File: src/rtl/ex_stage_if.sv
//------------------------------------------------------------------------------
// Module : ex_stage_if
// Brief  : Decode-to-execute operand bundle and execute-to-memory result bundle
//          for the ex_stage pipeline block.
// Rev    : 1.0  initial release
//------------------------------------------------------------------------------
`default_nettype none

interface ex_stage_if;
  logic [7:0]  aluop_i;
  logic [2:0]  alusel_i;
  logic [31:0] reg1_i;
  logic [31:0] reg2_i;
  logic [4:0]  wd_i;
  logic        wreg_i;
  logic [4:0]  wd_o;
  logic        wreg_o;
  logic [31:0] wdata_o;
  logic        stallreq_o;

  // Decode side: drives operands, observes results and stall
  modport master (
    output aluop_i, alusel_i, reg1_i, reg2_i, wd_i, wreg_i,
    input  wd_o, wreg_o, wdata_o, stallreq_o
  );

  // Execute side
  modport slave (
    input  aluop_i, alusel_i, reg1_i, reg2_i, wd_i, wreg_i,
    output wd_o, wreg_o, wdata_o, stallreq_o
  );
endinterface

`default_nettype wire

File: src/rtl/ex_stage.sv
//------------------------------------------------------------------------------
// Module : ex_stage
// Brief  : Execute stage. Logic, shift and add/sub results are registered with
//          one cycle of latency. Optional multi-cycle unsigned divider.
// Config : define EX_DIV_EN to compile in the DIVU divider; without it DIVU is
//          an unrecognised operation and stallreq_o is tied low.
// Rev    : 1.0  initial release
//------------------------------------------------------------------------------
`default_nettype none

module ex_stage (
  input  logic      clk,
  input  logic      rst,
  ex_stage_if.slave bus
);

  // Operation encodings shared with the decode stage
  localparam logic [2:0] EXE_RES_NOP   = 3'b000;
  localparam logic [2:0] EXE_RES_LOGIC = 3'b001;
  localparam logic [2:0] EXE_RES_SHIFT = 3'b010;
  localparam logic [2:0] EXE_RES_ARITH = 3'b100;

  localparam logic [7:0] EXE_AND_OP  = 8'b0010_0100;
  localparam logic [7:0] EXE_OR_OP   = 8'b0010_0101;
  localparam logic [7:0] EXE_XOR_OP  = 8'b0010_0110;
  localparam logic [7:0] EXE_NOR_OP  = 8'b0010_0111;
  localparam logic [7:0] EXE_SLL_OP  = 8'b0111_1100;
  localparam logic [7:0] EXE_SRL_OP  = 8'b0000_0010;
  localparam logic [7:0] EXE_SRA_OP  = 8'b0000_0011;
  localparam logic [7:0] EXE_ADDU_OP = 8'b0010_0001;
  localparam logic [7:0] EXE_SUBU_OP = 8'b0010_0011;
  localparam logic [7:0] EXE_DIVU_OP = 8'b0001_1011;

  logic [31:0] alu_res;
  logic        alu_valid;
  logic [4:0]  shamt;

  assign shamt = bus.reg1_i[4:0];

  // Single-cycle result selection; anything not decoded yields 0 / invalid
  always_comb begin
    alu_res   = 32'h0;
    alu_valid = 1'b0;
    case (bus.alusel_i)
      EXE_RES_LOGIC: begin
        case (bus.aluop_i)
          EXE_OR_OP:  begin alu_res = bus.reg1_i | bus.reg2_i;    alu_valid = 1'b1; end
          EXE_AND_OP: begin alu_res = bus.reg1_i & bus.reg2_i;    alu_valid = 1'b1; end
          EXE_XOR_OP: begin alu_res = bus.reg1_i ^ bus.reg2_i;    alu_valid = 1'b1; end
          EXE_NOR_OP: begin alu_res = ~(bus.reg1_i | bus.reg2_i); alu_valid = 1'b1; end
          default:    ;
        endcase
      end
      EXE_RES_SHIFT: begin
        case (bus.aluop_i)
          EXE_SLL_OP: begin alu_res = bus.reg2_i << shamt;                     alu_valid = 1'b1; end
          EXE_SRL_OP: begin alu_res = bus.reg2_i >> shamt;                     alu_valid = 1'b1; end
          EXE_SRA_OP: begin alu_res = 32'($signed(bus.reg2_i) >>> shamt);     alu_valid = 1'b1; end
          default:    ;
        endcase
      end
      EXE_RES_ARITH: begin
        case (bus.aluop_i)
          EXE_ADDU_OP: begin alu_res = bus.reg1_i + bus.reg2_i; alu_valid = 1'b1; end
          EXE_SUBU_OP: begin alu_res = bus.reg1_i - bus.reg2_i; alu_valid = 1'b1; end
          default:     ;
        endcase
      end
      default: ;
    endcase
`ifdef EX_DIV_EN
    // Divide by zero never enters the divider; it completes like a plain op
    if (bus.aluop_i == EXE_DIVU_OP && bus.reg2_i == 32'h0) begin
      alu_res   = 32'hFFFF_FFFF;
      alu_valid = 1'b1;
    end
`endif
  end

`ifdef EX_DIV_EN

  typedef enum logic [0:0] {
    DIV_IDLE = 1'b0,
    DIV_BUSY = 1'b1
  } div_state_t;

  div_state_t  state;
  logic [4:0]  cnt;
  // First BUSY cycle only arms the datapath; quotient bits follow on the next 32
  logic        prime;
  logic [31:0] rem;
  logic [31:0] quo;
  logic [31:0] dvs;
  logic [4:0]  wd_l;
  logic        wreg_l;

  logic        div_start;
  logic [32:0] shifted;
  logic [32:0] trial;
  logic        q_bit;
  logic [31:0] rem_next;
  logic [31:0] quo_next;

  assign div_start = (state == DIV_IDLE) && (bus.aluop_i == EXE_DIVU_OP) &&
                     (bus.reg2_i != 32'h0);

  // Restoring step: shift next dividend bit into the remainder and try subtract
  assign shifted  = {rem, quo[31]};
  assign trial    = shifted - {1'b0, dvs};
  assign q_bit    = ~trial[32];
  assign rem_next = q_bit ? trial[31:0] : shifted[31:0];
  assign quo_next = {quo[30:0], q_bit};

  assign bus.stallreq_o = ~rst & (div_start | ((state == DIV_BUSY) && (cnt != 5'd31)));

  // Divider FSM and registered result outputs
  always_ff @(posedge clk) begin
    if (rst) begin
      state       <= DIV_IDLE;
      cnt         <= 5'd0;
      prime       <= 1'b0;
      rem         <= 32'h0;
      quo         <= 32'h0;
      dvs         <= 32'h0;
      wd_l        <= 5'd0;
      wreg_l      <= 1'b0;
      bus.wd_o    <= 5'd0;
      bus.wreg_o  <= 1'b0;
      bus.wdata_o <= 32'h0;
    end else begin
      case (state)
        DIV_IDLE: begin
          if (div_start) begin
            state       <= DIV_BUSY;
            cnt         <= 5'd0;
            prime       <= 1'b1;
            rem         <= 32'h0;
            quo         <= bus.reg1_i;
            dvs         <= bus.reg2_i;
            wd_l        <= bus.wd_i;
            wreg_l      <= bus.wreg_i;
            bus.wd_o    <= 5'd0;
            bus.wreg_o  <= 1'b0;
            bus.wdata_o <= 32'h0;
          end else begin
            bus.wd_o    <= bus.wd_i;
            bus.wreg_o  <= bus.wreg_i & alu_valid;
            bus.wdata_o <= alu_res;
          end
        end
        DIV_BUSY: begin
          bus.wd_o    <= 5'd0;
          bus.wreg_o  <= 1'b0;
          bus.wdata_o <= 32'h0;
          if (prime) begin
            prime <= 1'b0;
          end else begin
            rem <= rem_next;
            quo <= quo_next;
            if (cnt == 5'd31) begin
              state       <= DIV_IDLE;
              cnt         <= 5'd0;
              bus.wd_o    <= wd_l;
              bus.wreg_o  <= wreg_l;
              bus.wdata_o <= quo_next;
            end else begin
              cnt <= cnt + 5'd1;
            end
          end
        end
        default: state <= DIV_IDLE;
      endcase
    end
  end

`else

  assign bus.stallreq_o = 1'b0;

  // One registered result per cycle
  always_ff @(posedge clk) begin
    if (rst) begin
      bus.wd_o    <= 5'd0;
      bus.wreg_o  <= 1'b0;
      bus.wdata_o <= 32'h0;
    end else begin
      bus.wd_o    <= bus.wd_i;
      bus.wreg_o  <= bus.wreg_i & alu_valid;
      bus.wdata_o <= alu_res;
    end
  end

`endif

endmodule

`default_nettype wire
File: src/flat_wrapper.sv
// flat-port wrapper written by rule: the top's interface ports become plain ports
module ex_stage_flat 
  (clk, rst, bus_aluop_i, bus_alusel_i, bus_reg1_i, bus_reg2_i, bus_wd_i, bus_wreg_i, bus_wd_o, bus_wreg_o, bus_wdata_o, bus_stallreq_o);
  ex_stage_if bus_i ();
  input  logic clk;
  input  logic rst;
  input wire logic [$bits(bus_i.aluop_i)-1:0] bus_aluop_i;
  input wire logic [$bits(bus_i.alusel_i)-1:0] bus_alusel_i;
  input wire logic [$bits(bus_i.reg1_i)-1:0] bus_reg1_i;
  input wire logic [$bits(bus_i.reg2_i)-1:0] bus_reg2_i;
  input wire logic [$bits(bus_i.wd_i)-1:0] bus_wd_i;
  input wire logic [$bits(bus_i.wreg_i)-1:0] bus_wreg_i;
  output wire logic [$bits(bus_i.wd_o)-1:0] bus_wd_o;
  output wire logic [$bits(bus_i.wreg_o)-1:0] bus_wreg_o;
  output wire logic [$bits(bus_i.wdata_o)-1:0] bus_wdata_o;
  output wire logic [$bits(bus_i.stallreq_o)-1:0] bus_stallreq_o;
  assign bus_i.aluop_i = bus_aluop_i;
  assign bus_i.alusel_i = bus_alusel_i;
  assign bus_i.reg1_i = bus_reg1_i;
  assign bus_i.reg2_i = bus_reg2_i;
  assign bus_i.wd_i = bus_wd_i;
  assign bus_i.wreg_i = bus_wreg_i;
  assign bus_wd_o = bus_i.wd_o;
  assign bus_wreg_o = bus_i.wreg_o;
  assign bus_wdata_o = bus_i.wdata_o;
  assign bus_stallreq_o = bus_i.stallreq_o;
  ex_stage u_core (.clk(clk), .rst(rst), .bus(bus_i));
endmodule
File: config.mk
export PLATFORM = sky130hd
export DESIGN_NAME = ex_stage_flat
export DESIGN_NICKNAME = d
export VERILOG_FILES = /design/src/rtl/ex_stage_if.sv /design/src/rtl/ex_stage.sv /design/src/flat_wrapper.sv
export SDC_FILE = /design/constraint.sdc
export NUM_CORES = 1
export LEC_CHECK = 0
export CELL_PAD_IN_SITES_DETAIL_PLACEMENT = 0
export CELL_PAD_IN_SITES_GLOBAL_PLACEMENT = 1
export CORE_MARGIN = 4
export CORE_UTILIZATION = 45
export CTS_CLUSTER_DIAMETER = 150
export CTS_CLUSTER_SIZE = 10
export DETAILED_ROUTE_END_ITERATION = 8
export PLACE_DENSITY = 0.87
export SYNTH_ARGS = -nofsm -noshare
export SYNTH_HDL_FRONTEND = slang
export SYNTH_SLANG_ARGS = --single-unit
File: constraint.sdc
create_clock -name clk -period 9.69 [get_ports clk]
set_clock_uncertainty 0.05 [all_clocks]
set_input_delay 1.938 -clock clk [delete_from_list [all_inputs] [get_ports clk]]
set_output_delay 1.938 -clock clk [all_outputs]
set_load 0.01 [all_outputs]
==> results by group, run 1 <==
Detailed routing
  – Average routed wire per standard cell: 21.9 um
  – Drt first-iter violations: 910
  – Antenna Violating Nets Remaining: 0
  – First-pass DRT Iterations: 5
  – DR vias/cell: 6.31
  – Via Count: 10351
  – Residual DRC: 0
  – Routed wire length: 36000 um

STA
  – Tightest Pin Transition: 1.17 ns
  – Final period utilization: 68.1%
  – RSZ-0062 raised after global routing: false
  – Setup ws final: 3.09 ns
  – Slew headroom: 21.9%
  – Final Max Tran Viols: 0
  – Fmax: 151 MHz
  – Fin Setup TNS: 0 ns
  – Setup Viol. Count Final: 0
  – Final Hold Viols: 0
  – WHS: 2.15 ns
  – Tmin final: 6.60 ns

Pwr
  – P_leak: 4.45 nW
  – VDD IR max: 0.0000546 V
  – Pwr/cell area: 72.0 nW/um2
  – Power Total: 0.772 mW

Placed design
  – Worst slack, placed: 2.94 ns
  – Placed insts: 1633
  – Post-Place Cell Area: 10600 um2
  – PortBufs: 120
  – Dpl hpwl: 27400 um
  – Gpl congestion: 0.958

Finish
  – Area growth syn-to-layout: 13.7%
  – Commonest non-fill, non-tap cell in the layout: nor2_1
  – # diodes: 0
  – Fraction of layout cells with a size suffix above 1: 6.86%
  – Final nets: 1550
  – Fin cells: 1640
  – Post-route cell area: 10700 um2
  – Final core occ: 52.5%
  – Most frequent cells in the layout: nor2_1, nand2_1, a21oi_1, clkdlybuf4s50_1, o21ai_0

GRT
  – Total track usage: 29.5%
  – Number of global-route vias before repair: 9661
  – Initial antenna violation count: 0
  – Pin count of the biggest net entering global routing: 78
  – Gr ovfl total: 0
  – First-pass GRT wire length: 55400 um

Synthesis
  – Synth area leaders: ha_1, mux4_2, mux2i_1
  – Register bit total from synthesis: 38
  – Largest area contributor in the netlist: ha_1
  – Top-area cell type share of the netlist area: 12.7%
  – Post-synthesis instance total: 1338
  – YS warnings: 0
  – Mean Syn Cell Area: 7.05 um2
  – Post-synth EDFFs: 0
  – Post-synthesis async set-or-reset flop share: 0%
  – Yosys cell types: 74
  – Syn Nets: 1518
  – Mapped Area: 9430 um2
  – Sequential area share after synthesis: 8.07%
  – Primary FF master, synth: dfxtp_1

Clocking
  – CTS Hold Bufs: 0
  – Max Buffers Root-to-Sink: 2
  – Clock transition at path regs: 0.06 ns
  – Root Driver: clkbuf_16
  – Setup bufs post-CTS: 0
  – H-tree Lvls: 2
  – CTS buffer count: 5
  – Clk sink count: 38
  – CTS tree: built
  – Post-CTS sizing: 0

Worst hold path
  – Hold Path Depth: 2
  – Hold/Removal Path Class: input port to flip-flop
  – Hold path start: bus_wd_i[0]

Worst setup path
  – Critical Path End Type: flip-flop
  – Crit path launch type: input port
  – CP max FO: 14
  – CP required: 9.82 ns
  – Crit Path Category: input port to flip-flop
  – Critical path arrival: 6.73 ns
  – Critical Path Start: bus_reg2_i[4]

Status
  – Outcome: complete, no violations

Floorplanning
  – Die area: 23300 um2
  – Die Span Y: 153 um
  – Starting Density: 46.2%
  – Core Region: 20400 um2
  – Row count: 52
  – Chip Width: 153 um
  – I/O pins: 122

Run
  – Max Cap Violations: 0
cell usage after synthesis, types with 8 or more instances:
cell type	count
a21oi_1	129
buf_1	15
buf_2	32
xor2_1	8
o21ai_0	108
clkbuf_1	57
nand3_1	14
nor2_1	172
dfxtp_1	38
nor3_1	22
a221oi_1	10
a211oi_1	36
nand2_1	135
a21o_1	15
mux2i_1	90
o211ai_1	20
ha_1	96
a31oi_1	21
mux4_2	41
xnor2_1	48
o22ai_1	12
nor2b_1	10
inv_1	88
path summary, 6_finish.rpt:
kind	slack [ns]	end
hold / removal	2.15	u_core.bus.wd_o[0]
setup / recovery	3.09	u_core.bus.wdata_o[29]
layer usage:
metal  global-route usage, %  share of wire (%)
met3                    5.40                8.7
met4                    11.0                4.7
met2                    49.7                 46
met1                    37.6                 40
met5                       0                  0
flip-flops by register name (all words and copies together), names as in the netlist:
signal              cells
u_core.bus.wdata_o     32
u_core.bus.wreg_o       1
u_core.bus.wd_o         5
report_power, final:
| group | internal, mW | leakage (nW) | switching, mW | total [mW] |
|---|---|---|---|---|
| Combinational | 0.185 | 4.08 | 0.271 | 0.456 |
| Sequential | 0.157 | 0.307 | 0.000253 | 0.158 |
| Clock | 0.0929 | 0.0694 | 0.0658 | 0.159 |
cell families (layout without fill, tap and decap cells):
kind of cell	count (synthesis)	count (layout)	synth area share (%)
compound gates	409	409	26.9
simple gates	402	402	18.6
buf+inv	203	235	8.78
mux	132	132	19.5
fa+ha+maj	97	97	12.9
xor+xnor	56	56	5.20
flops	38	38	8.07
other cells	1	1	0.0398
cell type report:
class	count	area [um2]
clock buffers	5	125
multi-input cells	1097	7850
well taps	270	338
inverters	93	349
fillers	2058	9700
flip-flops and latches	38	761
clock inverters	2	10.0
repair buffers	135	1290
critical path: stages:
cell             delay [ns]
clkdlybuf4s50_1        0.68
nor3_1                 0.37
nand3_1                0.21
nor4_1                 0.51
nand3_1                0.32
o21ai_0                0.27
xnor2_1                0.15
ha_1                   0.29
a21oi_1                0.28
o21bai_1               0.10
a21oi_1                0.20
o22ai_1                0.11
nor4b_1                0.54
o21ai_1                0.16
a21oi_1                0.21
nor4bb_1               0.08
o31a_1                 0.29
Power figures use the tool's default switching activity.
==> inputs of run 2 (changes only) <==
Settings changed: CORE_UTILIZATION 45 to 42, PLACE_DENSITY 0.87 to 0.82.
Clock period 9.69 ns to 6.9 ns, I/O delays scaled along.
==> run 2 against run 1 <==
Global-route usage down 0.49 points. Worst setup slack worse by 2.0 ns. Critical path depth up 1. Sequential power rose by 40%. Largest cell class unchanged. Highest routed layer unchanged.
==> results by group, run 2 (synthesized netlist as in run 1, its figures left out) <==
Placed design
  – Dpl hpwl: 28300 um
  – Placed insts: 1659
  – Worst slack, placed: 0.841 ns
  – PortBufs: 120
  – Post-Place Cell Area: 10700 um2
  – Gpl congestion: 1.02

Finish
  – Post-route cell area: 10900 um2
  – Reg with most FFs: u_core.bus.wdata_o
  – Area growth syn-to-layout: 15.1%
  – Commonest non-fill, non-tap cell in the layout: nor2_1
  – Top Registers: u_core.bus.wdata_o (32), u_core.bus.wd_o (5), u_core.bus.wreg_o (1)
  – Final nets: 1566
  – Most frequent cells in the layout: nor2_1, nand2_1, a21oi_1, clkdlybuf4s50_1, o21ai_0
  – Fin cells: 1666
  – Max FFs per register: 32
  – # diodes: 0
  – Fraction of layout cells with a size suffix above 1: 7.94%

Detailed routing
  – Routed wire length: 36900 um
  – Residual DRC: 0
  – Drt first-iter violations: 911
  – First-pass DRT Iterations: 7
  – Average routed wire per standard cell: 22.1 um
  – Via Count: 10357
  – Antenna Violating Nets Remaining: 0
  – DR vias/cell: 6.22

Floorplanning
  – Chip Width: 158 um
  – Core Region: 22000 um2
  – Die area: 24900 um2
  – I/O pins: 122
  – Row count: 54
  – Die Span Y: 158 um
  – Starting Density: 42.9%

Clocking
  – Root Driver: clkbuf_16
  – H-tree Lvls: 2
  – CTS tree: built
  – Setup bufs post-CTS: 0
  – Max Buffers Root-to-Sink: 2
  – Clk sink count: 38
  – Clock transition at path regs: 0.06 ns
  – CTS Hold Bufs: 0
  – Post-CTS sizing: 0
  – CTS buffer count: 5

Worst setup path
  – Critical path arrival: 5.95 ns
  – CP max FO: 9
  – CP required: 7.03 ns
  – Critical Path End Type: flip-flop
  – Crit Path Category: input port to flip-flop
  – Crit path launch type: input port

STA
  – Setup Viol. Count Final: 0
  – Final period utilization: 84.4%
  – WHS: 1.60 ns
  – Fmax: 172 MHz
  – Fin Setup TNS: 0 ns
  – RSZ-0062 raised after global routing: false
  – Tightest Pin Transition: 0.971 ns
  – Tmin final: 5.82 ns
  – Slew headroom: 35.3%
  – Final Hold Viols: 0
  – Setup ws final: 1.08 ns
  – Final Max Tran Viols: 0

Pwr
  – VDD IR max: 0.0000750 V
  – Pwr/cell area: 101 nW/um2
  – P_leak: 4.53 nW

Status
  – Outcome: complete, no violations

GRT
  – Pin count of the biggest net entering global routing: 78
  – Initial antenna violation count: 0
  – Gr ovfl total: 0
  – First-pass GRT wire length: 56300 um
  – Total track usage: 29.0%
  – Number of global-route vias before repair: 9777

Run
  – Max Cap Violations: 0

Worst hold path
  – Hold/Removal Path Class: input port to flip-flop
## run 2: cell count changes in the layout (fill, tap and decap cells not counted), sizes merged
cell | before | now
buf | 21 | 37
## run 2: final cells by class
cell class              instances  area (um2)
inverters                      93         349
multi-input cells            1097        7850
clock buffers                   5         125
flip-flops and latches         38         761
repair buffers                151        1410
clock inverters                 2        10.0
fillers                      2247       11100
well taps                     280         350
## run 2: worst paths after layout
path / from / end / slack, ns / cells after the start
setup / recovery: bus_reg2_i[7] / u_core.bus.wdata_o[29] / 1.08 / 18
hold / removal: bus_wd_i[1] / u_core.bus.wd_o[1] / 1.60 / 2
## run 2: metrics by stage
| step | power (mW) | utilization, % |
|---|---|---|
| after floorplan | 0.666 | - |
| after global placement | 0.857 | 48.8 |
| after detailed placement | 0.859 | 48.8 |
| after CTS | 1.10 | 49.4 |
| after global routing | 1.18 | 49.4 |
| final | 1.10 | 49.4 |
## run 2: report_power, final
part | total, mW | internal (mW) | switching, mW
combinational | 0.648 | 0.265 | 0.383
clock | 0.229 | 0.131 | 0.0981
sequential | 0.221 | 0.221 | 0.000333
total | 1.10 | 0.617 | 0.482
## run 2: critical path, cell delays in order
cell and delay [ns]:
clkdlybuf4s50_1 0.62, inv_1 0.30, nand4_1 0.22, nor4_1 0.29, buf_4 0.18, nand3_1 0.19
o21ai_0 0.26, xnor2_1 0.15, ha_1 0.30, a21oi_1 0.31, o21bai_1 0.10, a21oi_1 0.20
o22ai_1 0.12, nor4b_1 0.57, o21ai_1 0.17, a21oi_1 0.21, nor4bb_1 0.08, o31a_1 0.30
## run 2: routing by layer
metal | global-route usage (%) | vias up | wire [um]
met5 | 0 | - | 0
met4 | 10.7 | 0 | 1540
met3 | 4.35 | 90 | 2850
met2 | 48.6 | 539 | 17200
met1 | 37.8 | 4827 | 15200
li1 | - | 4901 | -
